[config.mk]
export PLATFORM = sky130hd
export DESIGN_NAME = imem_dmem_sequencer
export DESIGN_NICKNAME = d
export VERILOG_FILES = /design/src/rtl/imem_dmem_sequencer_pkg.sv /design/src/rtl/imem_dmem_sequencer_arb.sv /design/src/rtl/imem_dmem_sequencer.sv
export SDC_FILE = /design/constraint.sdc
export NUM_CORES = 1
export LEC_CHECK = 0
export ABC_AREA = 1
export BUFFER_PORTS_ARGS = -buffer_cell sky130_fd_sc_hd__buf_4
export CORE_ASPECT_RATIO = 1.75
export CORE_MARGIN = 4
export CORE_UTILIZATION = 50
export DETAILED_ROUTE_END_ITERATION = 8
export GPL_ROUTABILITY_DRIVEN = 0
export PLACE_DENSITY_LB_ADDON = 0.08
export SYNTH_ARGS = -nofsm -noshare
export SYNTH_HDL_FRONTEND = slang
export SYNTH_SLANG_ARGS = --single-unit
[constraint.sdc]
create_clock -name clk -period 3.8 [get_ports clk]
set_clock_uncertainty 0.05 [all_clocks]
set_input_delay 0.57 -clock clk [delete_from_list [all_inputs] [get_ports clk]]
set_output_delay 0.57 -clock clk [all_outputs]
set_load 0.01 [all_outputs]
[src/rtl/imem_dmem_sequencer_pkg.sv]
// Shared types and constants for the instruction/data memory sequencer.
package imem_dmem_sequencer_pkg;

  localparam int ADDR_W      = 11;
  localparam int DATA_W      = 24;
  localparam int INSTR_W     = 28;
  localparam int INSTR_BYTES = 4;

  // Instruction bytes live from this address upward, one byte per word.
  localparam logic [ADDR_W-1:0] IMEM_BASE = 11'd1024;

  typedef enum logic [2:0] {
    IDLE,
    FETCH,
    DRD,
    DRD_CAP,
    DWR
  } state_t;

  // Fetch addresses are word-of-bytes aligned: the two low bits are dropped.
  function automatic logic [ADDR_W-1:0] align_fetch(input logic [ADDR_W-1:0] addr);
    return {addr[ADDR_W-1:2], 2'b00};
  endfunction

endpackage

[src/rtl/imem_dmem_sequencer_arb.sv]
// Fetch/data arbiter: data wins unless a fetch has waited DATA_BURST_MAX grants.
module mem_req_arb
  import imem_dmem_sequencer_pkg::*;
#(
  parameter int DATA_BURST_MAX = 4
) (
  input  logic clk,
  input  logic rst_n,
  input  logic arb_en,
  input  logic if_req,
  input  logic d_req,
  output logic grant_if,
  output logic grant_d
);

  localparam int CNT_W = $clog2(DATA_BURST_MAX + 1);

  logic [CNT_W-1:0] starve_cnt;
  logic             fetch_forced;

  // Priority selection; only meaningful while the sequencer is idle.
  always_comb begin
    fetch_forced = if_req && (starve_cnt == CNT_W'(DATA_BURST_MAX));
    grant_if     = arb_en && if_req && (!d_req || fetch_forced);
    grant_d      = arb_en && d_req && !fetch_forced;
  end

  // Count data grants that overtook a waiting fetch; cleared once it is served or gone.
  always_ff @(posedge clk or negedge rst_n) begin
    if (!rst_n) begin
      starve_cnt <= '0;
    end else if (arb_en) begin
      if (!if_req || grant_if) begin
        starve_cnt <= '0;
      end else if (grant_d) begin
        starve_cnt <= starve_cnt + 1'b1;
      end
    end
  end

endmodule

[src/rtl/imem_dmem_sequencer.sv]
// Shares one single-port memory between instruction fetch (4 byte reads
// assembled big-endian into one instruction) and single-word data accesses.
// All outputs, including the memory strobes, are registered.
module imem_dmem_sequencer
  import imem_dmem_sequencer_pkg::*;
#(
  parameter int DATA_BURST_MAX = 4
) (
  input  logic               clk,
  input  logic               rst_n,
  input  logic               if_req,
  input  logic [ADDR_W-1:0]  if_addr,
  input  logic               if_flush,
  output logic               if_gnt,
  output logic               if_valid,
  output logic [INSTR_W-1:0] if_instr,
  input  logic               d_req,
  input  logic               d_we,
  input  logic [ADDR_W-1:0]  d_addr,
  input  logic [DATA_W-1:0]  d_wdata,
  output logic               d_gnt,
  output logic               d_valid,
  output logic [DATA_W-1:0]  d_rdata,
  output logic               mem_memread,
  output logic               mem_memwrite,
  output logic [ADDR_W-1:0]  mem_address,
  output logic [DATA_W-1:0]  mem_writedata,
  input  logic [DATA_W-1:0]  mem_memdata
);

  state_t              state, state_nxt;
  logic [2:0]          k_q, k_nxt;
  logic [ADDR_W-1:0]   base_q, base_nxt;
  logic [23:0]         asm_q, asm_nxt;
  logic                grant_if, grant_d;

  logic                if_gnt_nxt, if_valid_nxt, d_gnt_nxt, d_valid_nxt;
  logic                rd_nxt, wr_nxt;
  logic [INSTR_W-1:0]  if_instr_nxt;
  logic [DATA_W-1:0]   d_rdata_nxt, wdata_nxt;
  logic [ADDR_W-1:0]   addr_nxt;

  mem_req_arb #(
    .DATA_BURST_MAX(DATA_BURST_MAX)
  ) u_arb (
    .clk      (clk),
    .rst_n    (rst_n),
    .arb_en   (state == IDLE),
    .if_req   (if_req),
    .d_req    (d_req),
    .grant_if (grant_if),
    .grant_d  (grant_d)
  );

  // Next state plus next value of every registered output.
  always_comb begin
    // NOTE: every variable gets a default here so no path leaves one unassigned and infers a latch.
    state_nxt    = state;
    k_nxt        = k_q;
    base_nxt     = base_q;
    asm_nxt      = asm_q;
    if_gnt_nxt   = 1'b0;
    if_valid_nxt = 1'b0;
    if_instr_nxt = if_instr;
    d_gnt_nxt    = 1'b0;
    d_valid_nxt  = 1'b0;
    d_rdata_nxt  = d_rdata;
    rd_nxt       = 1'b0;
    wr_nxt       = 1'b0;
    addr_nxt     = mem_address;
    wdata_nxt    = mem_writedata;

    unique case (state)
      IDLE: begin
        if (grant_if) begin
          state_nxt  = FETCH;
          k_nxt      = 3'd0;
          base_nxt   = align_fetch(if_addr);
          if_gnt_nxt = 1'b1;
          rd_nxt     = 1'b1;
          addr_nxt   = align_fetch(if_addr);
        end else if (grant_d) begin
          d_gnt_nxt = 1'b1;
          addr_nxt  = d_addr;
          if (d_we) begin
            state_nxt = DWR;
            wr_nxt    = 1'b1;
            wdata_nxt = d_wdata;
          end else begin
            state_nxt = DRD;
            rd_nxt    = 1'b1;
          end
        end
      end

      FETCH: begin
        if (if_flush) begin
          state_nxt = IDLE;
        end else if (k_q == 3'(INSTR_BYTES)) begin
          state_nxt    = IDLE;
          if_valid_nxt = 1'b1;
          if_instr_nxt = {asm_q[19:0], mem_memdata[7:0]};
        end else begin
          if (k_q != 3'd0) begin
            asm_nxt = {asm_q[15:0], mem_memdata[7:0]};
          end
          k_nxt = k_q + 3'd1;
          // Set up the next byte read while bytes remain.
          if (k_q < 3'(INSTR_BYTES - 1)) begin
            rd_nxt   = 1'b1;
            addr_nxt = base_q + ADDR_W'(k_q + 3'd1);
          end
        end
      end

      DRD: begin
        state_nxt = DRD_CAP;
      end

      DRD_CAP: begin
        state_nxt   = IDLE;
        d_valid_nxt = 1'b1;
        d_rdata_nxt = mem_memdata;
      end

      DWR: begin
        state_nxt = IDLE;
      end

      default: begin
        state_nxt = IDLE;
      end
    endcase
  end

  // State register.
  always_ff @(posedge clk or negedge rst_n) begin
    if (!rst_n) begin
      state <= IDLE;
    end else begin
      // NOTE: non-blocking assignments so every flop samples pre-edge values regardless of block order.
      state <= state_nxt;
    end
  end

  // Datapath and registered outputs.
  always_ff @(posedge clk or negedge rst_n) begin
    if (!rst_n) begin
      k_q           <= '0;
      base_q        <= '0;
      asm_q         <= '0;
      if_gnt        <= 1'b0;
      if_valid      <= 1'b0;
      if_instr      <= '0;
      d_gnt         <= 1'b0;
      d_valid       <= 1'b0;
      d_rdata       <= '0;
      mem_memread   <= 1'b0;
      mem_memwrite  <= 1'b0;
      mem_address   <= '0;
      mem_writedata <= '0;
    end else begin
      k_q           <= k_nxt;
      base_q        <= base_nxt;
      asm_q         <= asm_nxt;
      if_gnt        <= if_gnt_nxt;
      if_valid      <= if_valid_nxt;
      if_instr      <= if_instr_nxt;
      d_gnt         <= d_gnt_nxt;
      d_valid       <= d_valid_nxt;
      d_rdata       <= d_rdata_nxt;
      mem_memread   <= rd_nxt;
      mem_memwrite  <= wr_nxt;
      mem_address   <= addr_nxt;
      mem_writedata <= wdata_nxt;
    end
  end

endmodule
==> run metrics <==
Fillers 880; Distinct cells, synth 29; Worst EP arrival 2550 ps; WL final 12800 microns; core footprint 10700 sq um; peak supply drop 0.000537 V; htree depth 4; CTS tree built; Initial Util 0.513; Vias 4551; most frequent cell after synthesis nand2_1; Main synth FF type dfrtp_1; area of the multi-input gates 1880 sq um; WL/cell 13.7 microns; Worst Path Max Fanout 40; CP peak stage delay 670 ps; IO Port Bufs 166; Area Growth Syn to Fin 34.6%; final global-route overflow total 0; vias in the first global route 4670; CTS buffer count 17; Synth Warn # 0; Critical R2R Launch state[1]; root buffer cell clkbuf_16; Worst Path Required 4050 ps; post-synthesis sequential area ratio 0.598; max cap viols 0; async set-or-reset flop fraction in the synthesized netlist 1.00; row count 50; share of layout cells above drive strength 1 0.269; reg-to-reg slack, setup 1500 ps; clock tree buffer depth 2; Antenna Cells 0; status completed; top cells by count, synth nand2_1, dfrtp_1, o21ai_0, inv_1, nand3_1; worst-path cell chain inv_2, nand3_4, nor2_1, nand2_1, o21ai_0; Final Hold Viols 0; Lkg Pwr 0.00406 uW; CTS sink cnt 131; top cell type's share of synthesized area 0.598; unrepaired setup endpoints after global routing false; final hold slack 182 ps; Crit path buffers/inverters 1; Cell Area, Placed 6780 sq um; I/O pins 169; Pre-antenna DRT Iters 4; Mapped Area 5480 sq um; FF-to-FF End asm_q[1]; Syn Area/Cell 8.73 sq um; Routed Antenna Nets 0; worst slack, placed 1530 ps; DR iter-0 viols 225; Reg area 3280 sq um; Nets 873; global-route wire length before repair 21600 microns; CP max stage cell nand2_1; Total GRT Usage 0.211; drc violations 0; PwrDens 858 nW/um^2; Slew Limit Headroom 0.255; fin worst setup slack 1500 ps; EDFF count, synth 0; die area 12800 sq um; total power 6330 uW; initial antenna violation count 0; TNS Setup 0 ps; R2R depth 5; vias per cell 4.87; Post-Syn Instances 628; Worst path top cell family by delay simple AND/OR/NAND/NOR gates; Die W 87.2 microns; Clk pin slew, worst setup/hold paths 60 ps; synthesized net count 709; Worst Max-Slew Pin Slew 1110 ps; final instance area 7380 sq um; final worst-path cycle share 0.605; CTS Hold Buffers Added 0; largest net degree at the start of global routing 97; flops & latches, synth 131; fmax 435 MHz; min Tclk post-route 2300 ps; WS Path Type reg -> reg; post-CTS sizing 0; largest area contributor in the netlist dfrtp_1; Crit. End Element register; Final Max Tran Viols 0; Die Y 147 microns; dpl hpwl 9020 microns; largest cells by area after synthesis dfrtp_1, nand2_1, o21ai_0; clk_lat worst skew 410 ps; final setup vio count 0; HP Class in -> async; CP Launch Type register; Post-CTS Setup Inserts 0
==> sequential cells by signal (all words and copies together), names as in the netlist, 3 cells and up <==
name / flops
mem_address: 11
state: 3
d_rdata: 24
asm_q: 20
u_arb.starve_cnt: 3
if_instr: 28
mem_writedata: 24
base_q: 9
k_q: 3
==> final cells by class <==
cell class              instances  area share
inverters                      50      0.0256
flip-flops and latches        131       0.444
clock buffers                  17      0.0576
multi-input cells             424       0.255
repair buffers                168       0.171
well taps                     130      0.0220
clock inverters                14      0.0244
==> routing by layer <==
metal / part of all wire / track usage
met5: 0 / 0
met4: 0.013 / 0.0684
met3: 0.084 / 0.0751
met2: 0.51 / 0.350
met1: 0.39 / 0.251
==> worst max path at each step <==
| stage | from | to | depth (start not counted) |
|---|---|---|---|
| after floorplan | k_q[0] | if_instr[5] | 9 |
| after global placement | state[2] | mem_address[6] | 8 |
| after detailed placement | state[1] | asm_q[1] | 5 |
| after CTS | state[1] | asm_q[1] | 5 |
| after global routing | state[1] | asm_q[1] | 5 |
| final | state[1] | asm_q[1] | 5 |
==> report_power, final <==
part / switching [uW] / total, uW / internal (uW)
logic: 1260 / 2270 / 1010
clock network: 622 / 1660 / 1040
registers: 379 / 2410 / 2030
==> through the flow <==
stage | instances | util
2_1_floorplan | 628 | -
3_3_place_gp | 903 | 0.633
6_report | 934 | 0.690
5_1_grt | 934 | 0.690
3_5_place_dp | 903 | 0.633
4_1_cts | 934 | 0.690
==> cells by family (layout without fill, tap and decap cells) <==
family	count (synthesis)	count (layout)	share of synthesized area
compound gates	71	71	0.0696
xor+xnor	3	3	0.00479
fa+ha+maj	5	5	0.0114
buf+inv	73	249	0.0591
flops	131	131	0.598
simple gates	345	345	0.257
==> cells in the final DEF (no fill, tap or decap), drive strengths merged, types with 4 or more instances in the layout <==
cell / count
buf: 168
clkinvlp: 5
o21ai: 63
nand4: 4
dfrtp: 131
nor2: 13
nand3: 31
inv: 51
ha: 5
a21oi: 5
nand2: 294
clkbuf: 17
clkinv: 5
No activity file was read; power rests on OpenSTA's default activity.
